[src/rtl/gated_photon_counter_pkg.sv]
// rtl/gated_photon_counter_pkg.sv - shared state encoding and parameter defaults
package gated_photon_counter_pkg;

  localparam int DEF_N_CH   = 4;
  localparam int DEF_CNT_W  = 32;
  localparam int DEF_GATE_W = 32;

  typedef enum logic [1:0] {
    IDLE  = 2'd0,
    COUNT = 2'd1,
    DRAIN = 2'd2
  } state_t;

  // A single channel still needs a one-bit channel index on the result port.
  function automatic int ch_width(input int n);
    return (n > 1) ? $clog2(n) : 1;
  endfunction

endpackage

[src/rtl/sync_edge_detect.sv]
// rtl/sync_edge_detect.sv - two-flop synchroniser with rising-edge pulse for one photon input
module sync_edge_detect (
  input  logic clk50Mhz,
  input  logic rst,
  input  logic sig,
  output logic pulse
);

  logic meta;
  logic sync;
  logic prev;

  always_ff @(posedge clk50Mhz or posedge rst) begin
    if (rst) begin
      meta <= 1'b0;
      sync <= 1'b0;
      prev <= 1'b0;
    end else begin
      meta <= sig;
      sync <= meta;
      prev <= sync;
    end
  end

  assign pulse = sync & ~prev;

endmodule

[src/rtl/gated_photon_counter.sv]
// rtl/gated_photon_counter.sv - multi-channel gated photon counter with per-channel result drain
module gated_photon_counter
  import gated_photon_counter_pkg::*;
#(
  parameter int N_CH   = DEF_N_CH,
  parameter int CNT_W  = DEF_CNT_W,
  parameter int GATE_W = DEF_GATE_W
) (
  input  logic                        clk50Mhz,
  input  logic                        rst,
  input  logic [N_CH-1:0]             sig,
  input  logic                        start,
  input  logic [GATE_W-1:0]           gate_len,
  output logic                        busy,
  output logic                        out_valid,
  input  logic                        out_ready,
  output logic [ch_width(N_CH)-1:0]   out_ch,
  output logic [CNT_W-1:0]            out_cnt,
  output logic                        out_sat,
  output logic                        done
);

  localparam int CH_W = ch_width(N_CH);
  localparam logic [CH_W-1:0] LAST_CH = CH_W'(N_CH - 1);

  state_t                         state;
  logic [GATE_W-1:0]              gate_rem;
  logic [N_CH-1:0]                pulse;
  logic [N_CH-1:0]                sat_all;
  logic [N_CH-1:0][CNT_W-1:0]     cnt_all;
  logic                           accept_start;
  logic                           counting;

  assign accept_start = (state == IDLE) && start && (gate_len != '0);
  assign counting     = (state == COUNT);

  for (genvar i = 0; i < N_CH; i++) begin : g_ch
    logic [CNT_W-1:0] cnt_q;
    logic             sat_q;

    sync_edge_detect u_sync (
      .clk50Mhz (clk50Mhz),
      .rst      (rst),
      .sig      (sig[i]),
      .pulse    (pulse[i])
    );

    // Saturate instead of wrapping; the flag records that edges were lost.
    always_ff @(posedge clk50Mhz or posedge rst) begin
      if (rst) begin
        cnt_q <= '0;
        sat_q <= 1'b0;
      end else if (accept_start) begin
        cnt_q <= '0;
        sat_q <= 1'b0;
      end else if (counting && pulse[i]) begin
        if (&cnt_q) begin
          sat_q <= 1'b1;
        end else begin
          cnt_q <= cnt_q + 1'b1;
        end
      end
    end

    assign cnt_all[i] = cnt_q;
    assign sat_all[i] = sat_q;
  end

  always_ff @(posedge clk50Mhz or posedge rst) begin
    if (rst) begin
      state     <= IDLE;
      gate_rem  <= '0;
      busy      <= 1'b0;
      out_valid <= 1'b0;
      out_ch    <= '0;
      done      <= 1'b0;
    end else begin
      done <= 1'b0;
      case (state)
        IDLE: begin
          if (accept_start) begin
            gate_rem <= gate_len;
            busy     <= 1'b1;
            state    <= COUNT;
          end
        end
        COUNT: begin
          if (gate_rem == GATE_W'(1)) begin
            out_valid <= 1'b1;
            out_ch    <= '0;
            state     <= DRAIN;
          end else begin
            gate_rem <= gate_rem - 1'b1;
          end
        end
        DRAIN: begin
          if (out_ready) begin
            if (out_ch == LAST_CH) begin
              out_valid <= 1'b0;
              out_ch    <= '0;
              busy      <= 1'b0;
              done      <= 1'b1;
              state     <= IDLE;
            end else begin
              out_ch <= out_ch + 1'b1;
            end
          end
        end
        default: begin
          out_valid <= 1'b0;
          busy      <= 1'b0;
          state     <= IDLE;
        end
      endcase
    end
  end

  // Counters are frozen during DRAIN, so the beat follows out_ch directly.
  assign out_cnt = out_valid ? cnt_all[out_ch] : '0;
  assign out_sat = out_valid ? sat_all[out_ch] : 1'b0;

endmodule
[config.mk]
export PLATFORM = sky130hd
export DESIGN_NAME = gated_photon_counter
export DESIGN_NICKNAME = d
export VERILOG_FILES = /design/src/rtl/gated_photon_counter_pkg.sv /design/src/rtl/sync_edge_detect.sv /design/src/rtl/gated_photon_counter.sv
export SDC_FILE = /design/constraint.sdc
export NUM_CORES = 1
export LEC_CHECK = 0
export ABC_AREA = 1
export BUFFER_PORTS_ARGS = -buffer_cell sky130_fd_sc_hd__buf_2
export CAP_MARGIN = 20
export CORE_MARGIN = 2
export CORE_UTILIZATION = 40
export CTS_CLUSTER_SIZE = 16
export DETAILED_ROUTE_END_ITERATION = 12
export PLACE_DENSITY = 0.69
export SLEW_MARGIN = 25
export SYNTH_ARGS = -nofsm -noshare
export SYNTH_HDL_FRONTEND = slang
export SYNTH_HIERARCHICAL = 1
export SYNTH_SLANG_ARGS = --single-unit
[constraint.sdc]
create_clock -name clk50Mhz -period 4.8 [get_ports clk50Mhz]
set_input_delay 0.48 -clock clk50Mhz [delete_from_list [all_inputs] [get_ports clk50Mhz]]
set_output_delay 0.48 -clock clk50Mhz [all_outputs]
set_load 0.05 [all_outputs]
==> reports/results.tsv <==
stage	metric	value	unit
global_route	grt_pass1_wl	69500	um
pwr	power.density	363.5	nW/um^2
status	outcome	finished clean	
sta	worst_slew_pin_slew	0.9846	ns
synth	ys_seq_elements	183	
sta	fin_tns_setup	0	ns
placed_design	post-place-ws	1.673	ns
die	rows	67	
worst_setup_path	cp_slowest_cell	dfrtp_1	
die	initial_utilization	40.58	%
clocking	htree_levels	4	
synth	syn_nets	2268	
min_path	hp-class	in2reg	
sta	rsz0062_at_grt	no	
synth	ys_seq_area_share	33.74	%
sta	hold_viol_final	0	
route	dr_total_vias	14540	
synth	syn_area	13570	sq um
worst_setup_path	cp_top_family	buffers and inverters	
worst_setup_path	cp_data_required_time	4.32	ns
pwr	p_leak	6.695	nW
synth	ys_types	32	
global_route	overflow	0	
finish	syn2layout_area_growth	9.653	%
route	ant_nets	0	
clocking	cts_sinks	183	
sta	maxSlewHeadroom	34.20	%
synth	synth_top_area_share	33.74	%
placed_design	routabilityCongestion	0.9726	
clocking	clock_path_buffers	2	
run	maxCapViolCount	0	
sta	finalCriticalPeriod	3.352	ns
worst_setup_path	path_class	reg2out	
clocking	cts_root_buf	clkbuf_16	
worst_setup_path	cp-start-kind	flip-flop	
finish	nNetsFinal	2293	
finish	antenna_cells	0	
die	die_h	188.2	um
route	drt_wl_total	43010	um
synth	synth_area_per_cell	6.111	sq um
clocking	clk_latency	0.45	ns
die	die_area	35420	sq um
die	core_area	33450	sq um
placed_design	port_buffers	77	
worst_setup_path	crit_fanout	24	
sta	fmax	0.2983	GHz
worst_setup_path	arrival	2.87	ns
route	via_per_inst	5.371	
finish	nFillCells	3569	
synth	synth_area_leader_cell	dfrtp_1	
route	drc	0	
synth	yosysWarnings	6	
sta	fin_skew	0.009202	ns
finish	drive_gt1_share	7.127	%
global_route	grt_max_degree	145	
clocking	post_cts_resized	0	
sta	drv_slew	0	
route	wl_per_cell	15.89	um
die	die_w	188.2	um
synth	syn_inst	2221	
synth	synth_area_leaders	dfrtp_1 (34%), nand2_1 (21%), nor2_1 (10%)	
worst_setup_path	cpMostUsedCell	a21oi_1	
placed_design	dp_hpwl	31730	um
worst_setup_path	crit_chain	inv_1 -> a21oi_1 -> o21ai_0 -> a21oi_1 -> buf_2	
global_route	antenna_found_initial	0	
worst_setup_path	crit_buf_inv	2	
sta	fin_ws	1.448	ns
clocking	cts_buffers	17	
clocking	cts_tree	yes	
global_route	grt_pass1_vias	13390	
worst_setup_path	critPathMaxStageDelay	0.85	ns
die	io_pins	78	
route	drt_pass1_iterations	5	
pwr	total_power	5.410	mW
sta	whs	0.1380	ns
clocking	clkTransAtPathRegs	0.06	ns
pwr	ir_drop	253.1	uV
route	drt_iter0_markers	1425	
sta	report.final.setup_viol	0	
worst_setup_path	crit_path_end_kind	output pin	
sta	post-route-period-util	69.84	%
finish	finalCoreUtilization	44.49	%
global_route	grt_usage	24.57	%
-- sequential cells by signal, indices dropped and copies added (netlist names), 2 cells and up --
name,count
state,2
gate_rem,32
g_ch.u_sync/sync,4
out_ch,2
g_ch.u_sync/meta,4
g_ch.sat_q,4
g_ch.u_sync/prev,4
g_ch.cnt_q,128
-- routing by layer --
layer  track usage, %  wire, um  share of wire, %  up-vias
li1                 -         -                 -     7090
met1            32.28     18400                43     6785
met2            40.09     19880                46      573
met3            4.638      3432               8.0       92
met4            9.479      1309               3.0        0
met5                0         0                 0        -
-- power by group --
part	leakage, nW	switching [mW]	total, mW	internal [mW]
registers	2.41	0.513	2.38	1.87
clock network	0.281	0.660	1.47	0.809
logic	4.00	1.03	1.56	0.534
-- cell type report --
cell class                 instances  area [sq um]  share of cell area [%]
tap                              448         560.5                   3.767
clock buffer                      21         470.5                   3.161
timing repair buffer              91         530.5                   3.565
sequential                       183          4581                   30.78
inverter                         193         728.2                   4.893
multi-input combinational       1760          7889                   53.01
clock inverter                    11         122.6                  0.8239
-- metrics by stage --
step | instance area, sq um | instances
6_report | 14880 | 2707
5_1_grt | 14880 | 2707
4_1_cts | 14870 | 2707
3_5_place_dp | 14270 | 2674
3_3_place_gp | 14270 | 2674
2_1_floorplan | 13580 | 2221
-- worst register-to-register path, stage by stage (launching register included) --
cell and delay [ns]:
dfrtp_1 0.37, inv_1 0.08, nand2_1 0.72, clkinv_1 0.33
o21ai_4 0.34, nand2_2 0.67, o21ai_0 0.40
-- cell families after synthesis --
logic type	synth area share (%)
buffers and inverters	8.242
xor gates and xnor gates	3.549
and+or+nand+nor	46.27
adders and majority gates	0.6453
DFF	33.74
AOI/OAI and AO/OA	7.550
-- repair_timing --
action,CTS,global route
buffers inserted,0,0
hold endpoints to repair,12,0
hold buffers,1,0
setup endpoints to repair,0,0
-- Yosys cell counts, drive strengths merged --
cell type and count:
nand2 780, nor2 380, nand3 257, inv 192
dfrtp 183, o21ai 101, a21oi 86, clkbuf 43
buf 42, nand4 39, xor2 30, nand3b 25
xnor2 25, o211ai 9, or2 8, ha 7
nor3 7, and2 3, a31oi 1, clkinv 1
nand2b 1, nor3b 1
-- cells in the final DEF (no fill, tap or decap), types with 2 or more instances in the layout --
master	count
xnor2_1	25
o211ai_1	9
nor3_1	7
nand4_1	39
inv_2	4
buf_4	10
or2_2	8
nor2_2	7
nand2_1	771
clkinvlp_4	5
nand2_2	9
o21ai_4	2
nand3b_1	25
ha_1	7
buf_12	3
inv_1	187
xor2_1	30
nor2_4	7
clkbuf_8	3
clkbuf_16	17
nand3_1	256
nor2_1	366
a21oi_1	86
o21ai_0	98
clkinv_2	3
and2_1	3
buf_2	77
dfrtp_1	182
bufinv_16	2
-- path summary, 6_finish.rpt --
| path | start | endpoint | slack (ns) | cells after the start |
|---|---|---|---|---|
| worst max-delay path | out_ch[1] | out_sat | 1.45 | 5 |
| worst min-delay path | sig[3] | g_ch[3].u_sync/meta | 0.14 | 1 |
| worst max register to register | state[1] | gate_rem[7] | 1.79 | 6 |
| worst min register to register | g_ch[0].u_sync/meta | g_ch[0].u_sync/sync | 0.35 | 0 |
| max in group asynchronous | rst | g_ch[1].cnt_q[28] | 2.89 | 4 |
| min in group asynchronous | rst | g_ch[2].u_sync/meta | 0.49 | 3 |
Note: power is estimated with default switching activity, not from simulation.
